`src/rtl/note_key_select.sv`:
```
// note_key_select
//   Converts eight raw piano-key buttons into the one-hot note enables that
//   drive the per-note tone generators (bit 0 = C ... bit 7 = C2).
//   Each key is synchronised (two flops) and debounced. A small FSM then
//   selects one active note with last-pressed priority. After the last key
//   is let go, the note is held for a release tail so that short taps
//   remain audible.
//
// Ports
//   clk        in   system clock, rising edge
//   reset      in   asynchronous active-high reset
//   keys_raw   in   raw button levels, active-high, asynchronous to clk
//   keys_db    out  debounced key levels (registered)
//   note_en    out  one-hot note enable; all-zero when silent
//   note_idx   out  index of the active note, valid when note_valid=1
//   note_valid out  high when any note_en bit is set
module note_key_select #(
    parameter int NUM_KEYS        = 8,
    parameter int DEBOUNCE_CYCLES = 250000,
    parameter int RELEASE_CYCLES  = 2500000,
    parameter int CNT_W           = 22
) (
    input  logic                clk,
    input  logic                reset,
    input  logic [NUM_KEYS-1:0] keys_raw,
    output logic [NUM_KEYS-1:0] keys_db,
    output logic [NUM_KEYS-1:0] note_en,
    output logic [2:0]          note_idx,
    output logic                note_valid
);

    typedef enum logic [1:0] {
        IDLE    = 2'd0,
        PLAY    = 2'd1,
        SUSTAIN = 2'd2
    } state_t;

    // ------------------------------------------------------------------
    // Two-stage synchroniser
    // ------------------------------------------------------------------
    logic [NUM_KEYS-1:0] sync1_q;
    logic [NUM_KEYS-1:0] sync2_q;

    always_ff @(posedge clk or posedge reset) begin
        if (reset) begin
            sync1_q <= '0;
            sync2_q <= '0;
        end else begin
            sync1_q <= keys_raw;
            sync2_q <= sync1_q;
        end
    end

    // ------------------------------------------------------------------
    // Per-key debouncer
    // The counter only runs while the synchronised level disagrees with the
    // accepted level. Any agreeing cycle restarts it, so a glitch must last
    // a full DEBOUNCE_CYCLES before it can flip keys_db.
    // ------------------------------------------------------------------
    logic [NUM_KEYS-1:0] db_q;

    for (genvar gi = 0; gi < NUM_KEYS; gi++) begin : g_debounce
        logic [CNT_W-1:0] cnt_q;
        logic [CNT_W-1:0] cnt_d;
        logic             key_q;
        logic             key_d;

        always_comb begin
            cnt_d = '0;
            key_d = key_q;
            if (sync2_q[gi] != key_q) begin
                if (cnt_q == CNT_W'(DEBOUNCE_CYCLES - 1)) begin
                    key_d = ~key_q;
                    cnt_d = '0;
                end else begin
                    cnt_d = cnt_q + 1'b1;
                end
            end
        end

        always_ff @(posedge clk or posedge reset) begin
            if (reset) begin
                cnt_q <= '0;
                key_q <= 1'b0;
            end else begin
                cnt_q <= cnt_d;
                key_q <= key_d;
            end
        end

        assign db_q[gi] = key_q;
    end

    assign keys_db = db_q;

    // ------------------------------------------------------------------
    // Registered press / release edge detectors
    // ------------------------------------------------------------------
    logic [NUM_KEYS-1:0] db_prev_q;
    logic [NUM_KEYS-1:0] press_q;
    logic [NUM_KEYS-1:0] release_q;

    always_ff @(posedge clk or posedge reset) begin
        if (reset) begin
            db_prev_q <= '0;
            press_q   <= '0;
            release_q <= '0;
        end else begin
            db_prev_q <= db_q;
            press_q   <= db_q & ~db_prev_q;
            release_q <= ~db_q & db_prev_q;
        end
    end

    // Highest set bit wins; used both for simultaneous presses and for
    // falling back to a still-held key.
    function automatic logic [2:0] hi_idx(input logic [NUM_KEYS-1:0] v);
        logic [2:0] r;
        r = '0;
        for (int i = 0; i < NUM_KEYS; i++) begin
            if (v[i]) r = 3'(i);
        end
        return r;
    endfunction

    // ------------------------------------------------------------------
    // Note selection FSM
    // ------------------------------------------------------------------
    state_t              state_q;
    state_t              state_d;
    logic [2:0]          idx_q;
    logic [2:0]          idx_d;
    logic [CNT_W-1:0]    rel_cnt_q;
    logic [CNT_W-1:0]    rel_cnt_d;
    logic [NUM_KEYS-1:0] en_q;
    logic [NUM_KEYS-1:0] en_d;
    logic                valid_q;
    logic                valid_d;

    always_comb begin
        state_d   = state_q;
        idx_d     = idx_q;
        rel_cnt_d = rel_cnt_q;

        case (state_q)
            IDLE: begin
                if (|press_q) begin
                    state_d = PLAY;
                    idx_d   = hi_idx(press_q);
                end
            end
            PLAY: begin
                // A new press takes priority over a simultaneous release
                // of the active key.
                if (|press_q) begin
                    idx_d = hi_idx(press_q);
                end else if (release_q[idx_q]) begin
                    if (|db_q) begin
                        idx_d = hi_idx(db_q);
                    end else begin
                        state_d   = SUSTAIN;
                        rel_cnt_d = '0;
                    end
                end
            end
            SUSTAIN: begin
                if (|press_q) begin
                    state_d = PLAY;
                    idx_d   = hi_idx(press_q);
                end else if (rel_cnt_q == CNT_W'(RELEASE_CYCLES - 1)) begin
                    state_d = IDLE;
                end else begin
                    rel_cnt_d = rel_cnt_q + 1'b1;
                end
            end
            default: begin
                state_d = IDLE;
            end
        endcase

        // Outputs are derived from the next state so that note_en, note_idx
        // and note_valid all update on the same edge and a note switch
        // never passes through a silent or multi-hot value.
        en_d    = '0;
        valid_d = 1'b0;
        if (state_d != IDLE) begin
            en_d[idx_d] = 1'b1;
            valid_d     = 1'b1;
        end
    end

    always_ff @(posedge clk or posedge reset) begin
        if (reset) begin
            state_q   <= IDLE;
            idx_q     <= '0;
            rel_cnt_q <= '0;
            en_q      <= '0;
            valid_q   <= 1'b0;
        end else begin
            state_q   <= state_d;
            idx_q     <= idx_d;
            rel_cnt_q <= rel_cnt_d;
            en_q      <= en_d;
            valid_q   <= valid_d;
        end
    end

    assign note_en    = en_q;
    assign note_idx   = idx_q;
    assign note_valid = valid_q;

endmodule

```
`config.mk`:
```
export PLATFORM = sky130hd
export DESIGN_NAME = note_key_select
export DESIGN_NICKNAME = d
export VERILOG_FILES = /design/src/rtl/note_key_select.sv
export SDC_FILE = /design/constraint.sdc
export NUM_CORES = 1
export LEC_CHECK = 0
export CAP_MARGIN = 20
export CORE_ASPECT_RATIO = 1.75
export CORE_MARGIN = 1.5
export CORE_UTILIZATION = 25
export DETAILED_ROUTE_END_ITERATION = 6
export GPL_TIMING_DRIVEN = 0
export PLACE_DENSITY = 0.48
export SLEW_MARGIN = 40
export SYNTH_ARGS = -nofsm -noshare
export SYNTH_HDL_FRONTEND = slang
export SYNTH_SLANG_ARGS = --single-unit
```
`constraint.sdc`:
```
create_clock -name clk -period 21.2 [get_ports clk]
set_input_delay 5.3 -clock clk [delete_from_list [all_inputs] [get_ports clk]]
set_output_delay 5.3 -clock clk [all_outputs]
set_load 0.03 [all_outputs]
```
==> results_dict.tcl <==
set metrics [dict create \
    outcome "finished, final reports clean" \
    cts.sinks 260 \
    grt_pass1_wl_mm 42.8 \
    cts-htree-levels 1 \
    dr.pass1.iters 4 \
    yosysWarnings 0 \
    antenna_found_initial 0 \
    synthCells 1195 \
    crit_arrival_ns 2.08 \
    grt_usage_pct 10.3 \
    core-area_um2 48000 \
    cp-start-kind "register" \
    grt-ovfl-total 0 \
    cp_top_family "buffers and inverters" \
    crit_path_max_incr_delay_ns 0.66 \
    ctsHoldBuffers 0 \
    cap_violations 0 \
    fmax_ghz 0.136 \
    synth.distinct_cells 61 \
    rows 106 \
    cts_resized 0 \
    ant_nets 0 \
    numCtsBuffers 27 \
    insertion_delay_ns 0.56 \
    ys_seq_area_share_pct 53.4 \
    instances_no_fill 1924 \
    fp.dieW_um 170 \
    rsz0062_at_grt "no" \
    portBuffers 29 \
    wire_per_inst_um 12.9 \
    design.die.area_um2 50100 \
    slew_headroom_pct 51.5 \
    ios 30 \
    diodes 0 \
    cts_tree "done" \
    synth-edff-count 0 \
    drt_iter0_drc 301 \
    grt_pass1_vias 8879 \
    finalHoldViolations 0 \
    viasPerCell 4.38 \
    peakVddDrop_mv 0.0425 \
    cts_setup_buffers 0 \
    cpMaxStageDelayCell "clkdlybuf4s50_1" \
    initial_core_util_pct 25.4 \
    syn2layout_area_growth_pct 17.2 \
    p_leak_nw 5.99 \
    drive_gt1_share_pct 6.90 \
    critPathRequiredTime_ns 15.90 \
    setup_viol 0 \
    synth_seq_cells 260 \
    crit_fanout 9 \
    path_class "register to output pin" \
    syn_area_um2 12200 \
    dr_total_vias 8425 \
    period_minus_slack_ns 7.38 \
    cts_max_path_buffers 3 \
    drv_slew 0 \
    period_share_pct 34.8 \
    worst_pin_slew_ns 0.718 \
    synth_flop_cell "dfrtp_1" \
    async_flop_share_pct 100 \
    power_density_nw_per_um2 71.5 \
    dpl.hpwl_mm 17.5 \
    fin_setup_tns_ns 0 \
    reg2reg_from "rel_cnt_q[6]$_DFFE_PP0P_" \
    drcViolationCount 0 \
    avgSynthCellArea_um2 10.2 \
    cp-startpoint "g_debounce[6].key_q$_DFFE_PP0P_" \
    worst_hold_startpoint "sync1_q[1]$_DFF_PP0_" \
    worstSetupEndpointType "output pin" \
    critPathBufInv 2 \
    hold_path_class "register to register" \
    cts_root_buf "clkbuf_16" \
    syn_nets 1214 \
    clk_pin_slew_ns 0.06 \
    final.setup_skew_ns 0.0167 \
    grt_max_degree 78 \
    cp_cell_sequence "buf_4, clkdlybuf4s50_1" \
    die_h_um 295 \
    dp_cells 1875 \
    gp_congestion 0.768 \
    finalWirelength_mm 24.8 \
    nNetsFinal 1275 \
]
-- cell type report --
class                      instances  area, µm²
fill                            5131      33700
sequential                       260       6510
multi-input combinational        873       5390
tap                              648        811
clock buffer                      34        732
timing repair buffer              32        373
buffer                            38        193
clock inverter                    15        176
inverter                          24       97.6
-- sequential cells by signal, summed over array words and instances (netlist names) --
register          flops
db_prev_q             8
g_debounce.cnt_q    176
g_debounce.key_q      8
note_en               8
note_idx              3
note_valid            1
press_q               8
rel_cnt_q            22
release_q             8
state_q               2
sync1_q               8
sync2_q               8
-- metal layers --
layer | track usage (%) | share of wire [%] | vias to the layer above
met5 | 0 | 0 | -
li1 | - | - | 4176
met1 | 11.7 | 41 | 4094
met3 | 1.27 | 3.2 | 43
met2 | 19.4 | 53 | 112
met4 | 4.01 | 2.7 | 0
-- kinds of logic (layout without fill, tap and decap cells) --
| kind of cell | after synthesis | in the layout | share of synthesized area, % |
|---|---|---|---|
| AND/OR/NAND/NOR | 613 | 613 | 25.0 |
| multiplexers | 10 | 10 | 0.893 |
| buffers and inverters | 62 | 143 | 2.32 |
| AO/OA/AOI/OAI | 54 | 54 | 3.97 |
| flip-flops | 260 | 260 | 53.4 |
| XOR/XNOR | 187 | 187 | 13.4 |
| adder cells (fa/ha/maj) | 9 | 9 | 0.924 |
-- report_power, final --
part | total, mW | internal (mW) | switching [mW]
clock | 0.489 | 0.283 | 0.206
sequential | 0.506 | 0.501 | 0.00418
combinational | 0.0268 | 0.00790 | 0.0189
-- worst paths after layout --
path	end	slack (ns)	cells past startpoint
worst min register to register	sync2_q[1]$_DFF_PP0_	0.35	0
min in group asynchronous	g_debounce[1].cnt_q[2]$_DFF_PP0_	5.16	2
worst max-delay path	keys_db[6]	13.82	2
max in group asynchronous	g_debounce[7].cnt_q[12]$_DFF_PP0_	15.00	4
worst max register to register	rel_cnt_q[2]$_DFFE_PP0P_	18.78	7
worst min-delay path	sync2_q[1]$_DFF_PP0_	0.35	0
-- synth_stat cells, drive strengths merged (9+ instances only) --
cell | instances | share of area (%)
a2111oi | 9 | 1.1
a211oi | 9 | 0.55
and3 | 42 | 2.2
and4 | 14 | 1.0
buf | 12 | 0.78
clkbuf | 26 | 0.80
dfrtp | 260 | 53
ha | 9 | 0.92
inv | 24 | 0.74
nand2 | 83 | 2.6
nand3 | 71 | 3.0
nand4 | 47 | 2.5
nor2 | 251 | 7.7
nor2b | 20 | 1.0
nor3 | 28 | 1.2
nor4 | 16 | 1.3
nor4b | 12 | 0.86
or2 | 10 | 0.51
xnor2 | 96 | 6.9
xor2 | 91 | 6.5
-- per-stage QoR --
stage	area [µm²]	power, mW	hold WS [ns]	utilization, %	setup WS [ns]
global placement	13300	0.541	0.335	27.7	5.08
floorplan	12200	0.532	0.331	-	8.74
CTS	14300	1.05	0.350	29.7	13.73
detailed placement	13400	0.543	0.336	27.9	14.33
global route	14300	1.07	0.368	29.7	13.71
finish	14300	1.02	0.348	29.7	13.82
-- cells in the final DEF (no fill, tap or decap), types with 8 or more instances in the layout --
| master | Yosys | layout |
|---|---|---|
| clkbuf_1 | 26 | 30 |
| and4_1 | 14 | 14 |
| or2_0 | 8 | 8 |
| inv_1 | 24 | 23 |
| nand4_1 | 46 | 46 |
| dfrtp_1 | 260 | 260 |
| a211oi_1 | 9 | 9 |
| nor2b_1 | 20 | 20 |
| nor2_1 | 251 | 251 |
| xnor2_1 | 96 | 96 |
| nand2_1 | 83 | 83 |
| nand3_1 | 70 | 70 |
| nor4b_1 | 12 | 12 |
| xor2_1 | 91 | 91 |
| nor3_1 | 28 | 28 |
| buf_4 | 9 | 9 |
| nor4_1 | 12 | 12 |
| a2111oi_2 | 8 | 8 |
| ha_1 | 9 | 9 |
| and3_1 | 42 | 42 |
| clkbuf_16 | 0 | 27 |
| clkdlybuf4s50_1 | 0 | 29 |
(Power assumes the default switching activity.)
